## src/rtl/mmio_timer_pkg.sv

```systemverilog
// Shared definitions for mmio_timer: register offsets, CTRL/STATUS bit positions, FSM states.
package mmio_timer_pkg;

  localparam logic [1:0] REG_LOAD   = 2'd0;
  localparam logic [1:0] REG_CTRL   = 2'd1;
  localparam logic [1:0] REG_COUNT  = 2'd2;
  localparam logic [1:0] REG_STATUS = 2'd3;

  localparam int unsigned CTRL_EN_BIT     = 0;
  localparam int unsigned CTRL_AUTO_BIT   = 1;
  localparam int unsigned STATUS_DONE_BIT = 0;

  typedef enum logic {
    IDLE = 1'b0,
    RUN  = 1'b1
  } state_t;

  function automatic logic [15:0] ctrl_word(input logic en, input logic auto_rl);
    logic [15:0] w;
    w = '0;
    w[CTRL_EN_BIT]   = en;
    w[CTRL_AUTO_BIT] = auto_rl;
    return w;
  endfunction

  function automatic logic [15:0] status_word(input logic done);
    logic [15:0] w;
    w = '0;
    w[STATUS_DONE_BIT] = done;
    return w;
  endfunction

endpackage

```

## src/rtl/mmio_timer_tick_gen.sv

```systemverilog
// Prescaler for mmio_timer: counts 0..PRESCALE-1 while enabled, tick high on the last count.
module tick_gen #(
  parameter int unsigned PRESCALE = 50000
) (
  input  logic Clock,
  input  logic Reset,
  input  logic clear,
  input  logic enable,
  output logic tick
);

  localparam int unsigned CNT_W = (PRESCALE > 1) ? $clog2(PRESCALE) : 1;
  localparam logic [CNT_W-1:0] LAST = CNT_W'(PRESCALE - 1);

  logic [CNT_W-1:0] pre;

  assign tick = enable && (pre == LAST);

  always_ff @(posedge Clock or posedge Reset) begin
    if (Reset) begin
      pre <= '0;
    end else if (clear) begin
      pre <= '0;
    end else if (enable) begin
      pre <= (pre == LAST) ? '0 : pre + CNT_W'(1);
    end
  end

endmodule

```

## src/rtl/mmio_timer.sv

```systemverilog
// Memory-mapped countdown timer with LOAD/CTRL/COUNT/STATUS registers.
// Optional auto-reload (CTRL.AUTO) enabled by defining MMIO_TIMER_AUTORELOAD_EN.
module mmio_timer
  import mmio_timer_pkg::*;
#(
  parameter int unsigned PRESCALE = 50000
) (
  input  logic        Clock,
  input  logic        Reset,
  input  logic [15:0] ADDR,
  input  logic [15:0] DOUT,
  input  logic        W,
  input  logic        cs,
  output logic [15:0] rdata,
  output logic        Done
);

  state_t      state;
  logic [15:0] load_q;
  logic [15:0] count_q;
  logic        ctrl_en;
  logic        ctrl_auto;
  logic        done_q;

  logic wr, wr_load, wr_ctrl, wr_status, start, tick, expire;
  logic unused_bits;

  assign wr        = cs & W;
  assign wr_load   = wr && (ADDR[1:0] == REG_LOAD);
  assign wr_ctrl   = wr && (ADDR[1:0] == REG_CTRL);
  assign wr_status = wr && (ADDR[1:0] == REG_STATUS);
  assign start     = wr_ctrl && DOUT[CTRL_EN_BIT];
  // A CTRL write in the same cycle as a tick takes precedence over it.
  assign expire    = !wr_ctrl && (state == RUN) && tick && (count_q == '0);
  assign Done      = done_q;

  assign unused_bits = ^{ADDR[15:2], DOUT[15:1]};

  tick_gen #(.PRESCALE(PRESCALE)) u_tick (
    .Clock  (Clock),
    .Reset  (Reset),
    .clear  (start),
    .enable (state == RUN),
    .tick   (tick)
  );

`ifdef MMIO_TIMER_AUTORELOAD_EN
  always_ff @(posedge Clock or posedge Reset) begin
    if (Reset) begin
      ctrl_auto <= 1'b0;
    end else if (wr_ctrl) begin
      ctrl_auto <= DOUT[CTRL_AUTO_BIT];
    end
  end
`else
  assign ctrl_auto = 1'b0;
`endif

  always_ff @(posedge Clock or posedge Reset) begin
    if (Reset) begin
      state   <= IDLE;
      load_q  <= '0;
      count_q <= '0;
      ctrl_en <= 1'b0;
      done_q  <= 1'b0;
      rdata   <= '0;
    end else begin
      case (ADDR[1:0])
        REG_LOAD:  rdata <= load_q;
        REG_CTRL:  rdata <= ctrl_word(ctrl_en, ctrl_auto);
        REG_COUNT: rdata <= count_q;
        default:   rdata <= status_word(done_q);
      endcase

      if (wr_load) begin
        load_q <= DOUT;
      end

      if (wr_ctrl) begin
        ctrl_en <= DOUT[CTRL_EN_BIT];
        if (DOUT[CTRL_EN_BIT]) begin
          state   <= RUN;
          count_q <= load_q;
        end else begin
          state <= IDLE;
        end
      end else if ((state == RUN) && tick) begin
        if (count_q != '0) begin
          count_q <= count_q - 16'd1;
        end else if (ctrl_auto) begin
          count_q <= load_q;
        end else begin
          ctrl_en <= 1'b0;
          state   <= IDLE;
        end
      end

      if (expire) begin
        done_q <= 1'b1;
      end else if (wr_status) begin
        done_q <= 1'b0;
      end
    end
  end

endmodule

```

## config.mk

```make
export PLATFORM = sky130hd
export DESIGN_NAME = mmio_timer
export DESIGN_NICKNAME = d
export VERILOG_FILES = /design/src/rtl/mmio_timer_pkg.sv /design/src/rtl/mmio_timer_tick_gen.sv /design/src/rtl/mmio_timer.sv
export SDC_FILE = /design/constraint.sdc
export NUM_CORES = 1
export LEC_CHECK = 0
export CAP_MARGIN = 10
export CORE_ASPECT_RATIO = 0.7
export CORE_MARGIN = 2
export CORE_UTILIZATION = 45
export CTS_CLUSTER_SIZE = 8
export DETAILED_ROUTE_END_ITERATION = 12
export PLACE_DENSITY = 0.69
export SKIP_CTS_REPAIR_TIMING = 1
export SYNTH_ARGS = -nofsm -noshare
export SYNTH_HDL_FRONTEND = slang
export SYNTH_SLANG_ARGS = --single-unit
```

## constraint.sdc

```tcl
create_clock -name Clock -period 2.7 [get_ports Clock]
set_input_delay 0.27 -clock Clock [delete_from_list [all_inputs] [get_ports Clock]]
set_output_delay 0.27 -clock Clock [all_outputs]
set_load 0.02 [all_outputs]
```

==> results of run 1 <==
[logic make-up after synthesis]
group,Yosys count
AOI/OAI and AO/OA,44
muxes,32
xor gates and xnor gates,13
DFF,66
adders and majority gates,2
and+or+nand+nor,146
buffers and inverters,24
[per-stage QoR]
step / util / power, mW / instance area, um^2 / setup slack [ns]
floorplan: - / 1.74 / 3420 / 0.424
global placement: 0.538 / 1.94 / 3940 / 0.230
detailed placement: 0.538 / 1.96 / 3940 / 0.197
CTS: 0.565 / 2.81 / 4130 / 0.175
global route: 0.565 / 2.95 / 4130 / 0.118
finish: 0.565 / 2.78 / 4130 / 0.117
[cells in the final DEF (no fill, tap or decap), types with 3 or more instances in the layout]
cell,count
dfrtp_1,66
nor2_1,49
clkdlybuf4s50_1,38
nand2_1,17
mux2_2,16
mux2i_1,15
buf_4,15
nor3_1,14
xnor2_1,12
nand4_1,11
nand3_1,11
clkbuf_8,11
nor4_1,10
a21oi_1,9
a211oi_1,7
a31oi_1,6
inv_1,5
nor3_2,4
o21a_1,4
and2_1,3
or2_2,3
nor4b_1,3
and3_1,3
o22ai_1,3
clkbuf_1,3
[worst register-to-register path: stages (launching register included)]
cell and delay (ns):
dfrtp_1 0.43, or4b_4 0.58, or4_4 0.65, nor3_2 0.40, nand3_1 0.18, a31o_1 0.25
[power by group]
group | total (mW) | internal [mW] | switching [mW]
Combinational | 0.598 | 0.304 | 0.294
Sequential | 1.35 | 1.16 | 0.187
Clock | 0.832 | 0.477 | 0.355
[layer usage]
layer	vias up	wire length [um]	global-route usage
met5	-	0	0
met4	0	108	0.0654
met3	11	463	0.0544
met2	73	3430	0.294
met1	1310	3730	0.299
li1	1287	-	-
[state kept, by name (all words and copies together), names as in the netlist]
signal      cells
u_tick.pre     16
rdata          16
Done            1
count_q        16
state           1
load_q         16
[path summary, 6_finish.rpt]
| check | end | start | slack, ns |
|---|---|---|---|
| worst max-delay path | count_q[15]$_DFFE_PP0P_ | u_tick.pre[5]$_DFFE_PP0P_ | 0.12 |
| worst min-delay path | load_q[9]$_DFFE_PP0P_ | Reset | 0.36 |
| worst max register to register | count_q[15]$_DFFE_PP0P_ | u_tick.pre[5]$_DFFE_PP0P_ | 0.12 |
| worst min register to register | count_q[14]$_DFFE_PP0P_ | load_q[14]$_DFFE_PP0P_ | 0.53 |
| max in group asynchronous | rdata[11]$_DFF_PP0_ | Reset | 1.74 |
| min in group Clock | count_q[14]$_DFFE_PP0P_ | load_q[14]$_DFFE_PP0P_ | 0.53 |
[final cells by class]
class                   instances  area (um^2)  share of cell area
flip-flops and latches         66         1650               0.400
multi-input cells             237         1630               0.393
repair buffers                 54          513               0.124
clock buffers                  14          163              0.0394
well taps                      98          123              0.0297
clock inverters                 2         35.0             0.00848
inverters                       6         22.5             0.00545
==> flow_summary.toml, run 1 <==
[status]
status = "completed"

[place]
portBuffers = 38
gp_congestion = 0.873
dp_hpwl_um = 5540
dp_cells = 461

[timing]
maxSlewHeadroom = 0.536
hold_viol_final = 0
tightest_slew_ns = 0.695
slew_viol_final = 0
clock_skew_ns = 0.0109
grt_setup_unrepaired = "no"
final.period_utilization = 0.957
min_period_ns = 2.58
setup_viol = 0
fin_setup_tns_ns = 0
whs_ns = 0.359
maxClockFrequency_mhz = 387

[synth]
ys_seq_area_frac = 0.483
netlist-cell-type-count = 55
yosys_register_bits = 66
synth.most_common_cell = "dfrtp_1"
synth_top_area_frac = 0.483
yosysWarnings = 0
synth_common_cells = "dfrtp_1, nor2_1, nand2_1"
muxShareOfSynthArea = 0.103
synthAdderAreaFrac = 0.00732
synthFlopType = "dfrtp_1"
synth_compound_area_frac = 0.0915
synth.top_cells.by_area = "dfrtp_1, nor2_1, mux2_2"
syn_avg_cell_area_um2 = 10.5
synth_xor_area_frac = 0.0333
netlist_area_um2 = 3420
synthArstFlopShare = 1.00
synth_edf_count = 0
synth_largest_area_cell = "dfrtp_1"
synthSimpleGateAreaFrac = 0.239
synth_top_family_by_area = "simple AND/OR/NAND/NOR gates"
syn_inst = 327
syn_nets = 365

[grt]
antenna_found_initial = 0
first_global_vias = 2598
grt_pass1_wl_um = 13100
grt_max_degree = 33
grt.overflow.total = 0
gr-usage-all-layers = 0.204

[floorplan]
die_h_um = 76.9
initial_core_util = 0.467
die_area_um2 = 8320
boundaryPins = 53
rows = 26
die_x_um = 108
fp.coreArea_um2 = 7320

[critical_path]
cp-start-kind = "flop"
reg2regPathDepth = 5
cp_slowest_cell = "or4_4"
crit_path_max_fanout = 9
required_ns = 2.93
crit_family = "simple AND/OR/NAND/NOR gates"
arrival_ns = 2.81
crit_chain = "or4b_4, or4_4, nor3_2, nand3_1, a31o_1"
slowest_delay_ns = 0.65
critical_path_class = "reg -> reg"
crit_buf_inv = 0
critical_path_depth = 5
cp-end-kind = "flop"

[run]
maxCapViolCount = 0

[finish]
antenna_cells = 0
nNetsFinal = 412
synthToLayoutAreaGrowth_pct = 20.9
layoutNonFillerInstCount = 477
fillCellCount = 658
final_layout_size_suffix_gt1_frac = 0.169

[routing]
dr.pass1.iters = 4
ant_nets = 0
num_vias = 2681
drt_iter0_markers = 199
wirelength_um = 7730
drt-vias-per-instance = 5.62
wire_per_inst_um = 16.2
drc = 0

[clock_network]
cts_buffers = 9
cts.sinks = 66
cts_root_buffer = "clkbuf_8"
clk_latency_ns = 0.34
path_clk_slew_ns = 0.07
clock_path_buffers = 2
cts_max_level = 3
cts_tree = "done"

[min_path]
hp-class = "in -> async"

[power]
ir_drop_mv = 0.253
p_per_area_nw_per_um2 = 672
total_leakage_power_nw = 1.69
Note: power is estimated with default switching activity, not from simulation.
==> run 2: changes to the inputs <==
--- a/config.mk
+++ b/config.mk
@@ -6,12 +6,14 @@
 export NUM_CORES = 1
 export LEC_CHECK = 0
 export CAP_MARGIN = 10
+export CELL_PAD_IN_SITES_DETAIL_PLACEMENT = 1
+export CELL_PAD_IN_SITES_GLOBAL_PLACEMENT = 2
 export CORE_ASPECT_RATIO = 0.7
 export CORE_MARGIN = 2
-export CORE_UTILIZATION = 45
+export CORE_UTILIZATION = 34
 export CTS_CLUSTER_SIZE = 8
 export DETAILED_ROUTE_END_ITERATION = 12
-export PLACE_DENSITY = 0.69
+export PLACE_DENSITY_LB_ADDON = 0.1
 export SKIP_CTS_REPAIR_TIMING = 1
 export SYNTH_ARGS = -nofsm -noshare
 export SYNTH_HDL_FRONTEND = slang
==> constraint.sdc (replaced) <==
create_clock -name Clock -period 2.7 [get_ports Clock]
set_input_delay 0.27 -clock Clock [delete_from_list [all_inputs] [get_ports Clock]]
set_output_delay 0.27 -clock Clock [all_outputs]
set_load 0.05 [all_outputs]
==> run 2 against run 1 <==
Global-route usage down 1.5 points. Core utilization down 12 points. Sequential share of layout area down 1.6 points. Wire length up 19%. Critical path depth unchanged.
==> flow_summary.toml, run 2 (synthesis results as in run 1) <==
[critical_path]
critPathLaunch = "u_tick.pre[5]$_DFFE_PP0P_"
required_ns = 2.91
critical_path_class = "reg -> reg"
reg2regPathDepth = 5
arrival_ns = 2.76
crit_chain = "or4b_4, or4_4, nor3_2, nand3_1, a31o_1"
r2r-start = "u_tick.pre[5]$_DFFE_PP0P_"
cp-end-kind = "flop"
cp-start-kind = "flop"
crit_path_max_fanout = 9
timing.rr.end = "count_q[15]$_DFFE_PP0P_"
r2r_slack_ns = 0.15
cp_slowest_cell = "or4_4"
slowest_delay_ns = 0.65

[finish]
final_layout_size_suffix_gt1_frac = 0.178
layout_common_cells = "dfrtp_1, nor2_1, clkdlybuf4s50_1, buf_4, nand2_1"
layoutNonFillerInstCount = 511
nNetsFinal = 416
layout_commonest_cell = "dfrtp_1"
multiInputGateArea_um2 = 1630
fillCellCount = 1078
synthToLayoutAreaGrowth_pct = 25.8
antenna_cells = 0
regArea_um2 = 1650

[timing]
setup_viol = 0
hold_viol_final = 0
slew_viol_final = 0
final.period_utilization = 0.944
maxClockFrequency_mhz = 392
clock_skew_ns = 0.00432
maxSlewHeadroom = 0.659
grt_setup_unrepaired = "no"
tightest_slew_ns = 0.510
fin_setup_tns_ns = 0
min_period_ns = 2.55

[power]
p_total_mw = 3.25
p_per_area_nw_per_um2 = 755
total_leakage_power_nw = 1.75
ir_drop_mv = 0.434

[routing]
wirelength_um = 9210
ant_nets = 0
num_vias = 2694
drc = 0
wire_per_inst_um = 18.0
drt-vias-per-instance = 5.27
drt_iter0_markers = 103
dr.pass1.iters = 5

[grt]
gr-usage-all-layers = 0.189
antenna_found_initial = 0
grt_max_degree = 36
grt_pass1_wl_um = 15400
first_global_vias = 2804
grt.overflow.total = 0

[run]
maxCapViolCount = 0

[floorplan]
initial_core_util = 0.352
die_area_um2 = 10900
fp.coreArea_um2 = 9720
boundaryPins = 53
die_x_um = 124
die_h_um = 87.9
rows = 30

[place]
dp_cells = 495
gp_congestion = 0.857
dp_hpwl_um = 6690
portBuffers = 38

[clock_network]
clock_path_buffers = 2
path_clk_slew_ns = 0.05
cts_max_level = 3
cts_tree = "done"
cts_buffers = 9
cts.sinks = 66
cts_root_buffer = "clkbuf_16"
clk_latency_ns = 0.33

[min_path]
hp-class = "in -> async"

[status]
status = "completed"
[run 2: cell types whose count changed in the layout (fill, tap and decap cells not counted)]
cell / previous run / this run
clkbuf_16: 0 / 9
buf_4: 15 / 19
clkbuf_8: 11 / 2
[run 2: area by class of cell]
cell class / instances / area share
clock buffer: 14 / 0.0614
clock inverter: 2 / 0.00814
inverter: 6 / 0.00524
multi-input combinational: 237 / 0.378
sequential: 66 / 0.384
tap: 128 / 0.0372
timing repair buffer: 58 / 0.126
[run 2: worst max-delay path, delay by kind of cell (launching register included)]
family | cells | cell delay (ns)
and+or+nand+nor | 4 | 1.75
AOI/OAI and AO/OA | 1 | 0.25
DFF | 1 | 0.43
[run 2: how the worst max path moves through the flow]
stage / to / slack, ns / depth (start not counted)
finish: count_q[15]$_DFFE_PP0P_ / 0.15 / 5
global route: count_q[15]$_DFFE_PP0P_ / 0.09 / 5
CTS: count_q[15]$_DFFE_PP0P_ / 0.17 / 5
detailed placement: count_q[15]$_DFFE_PP0P_ / 0.20 / 5
global placement: count_q[15]$_DFFE_PP0P_ / 0.21 / 5
floorplan: count_q[15]$_DFFE_PP0P_ / 0.42 / 6
[run 2: where the power goes]
part | switching [mW] | leakage, nW | total (mW) | internal (mW)
combinational | 0.412 | 0.768 | 0.734 | 0.322
clock | 0.409 | 0.147 | 1.17 | 0.764
sequential | 0.177 | 0.839 | 1.34 | 1.16
[run 2: per-stage QoR]
step / util / worst slack, ns / hold slack [ns] / cell area (um^2)
floorplan: - / 0.424 / 0.422 / 3420
global placement: 0.412 / 0.212 / 0.519 / 4000
detailed placement: 0.412 / 0.201 / 0.530 / 4000
CTS: 0.442 / 0.167 / 0.236 / 4300
global route: 0.442 / 0.0884 / 0.255 / 4300
finish: 0.442 / 0.150 / 0.228 / 4300
[run 2: layer usage]
layer	wire [um]	global-route usage	vias to the layer above
li1	-	-	1288
met1	4840	0.280	1348
met2	3860	0.273	52
met3	419	0.0514	6
met4	78	0.0455	0
met5	0	0	-
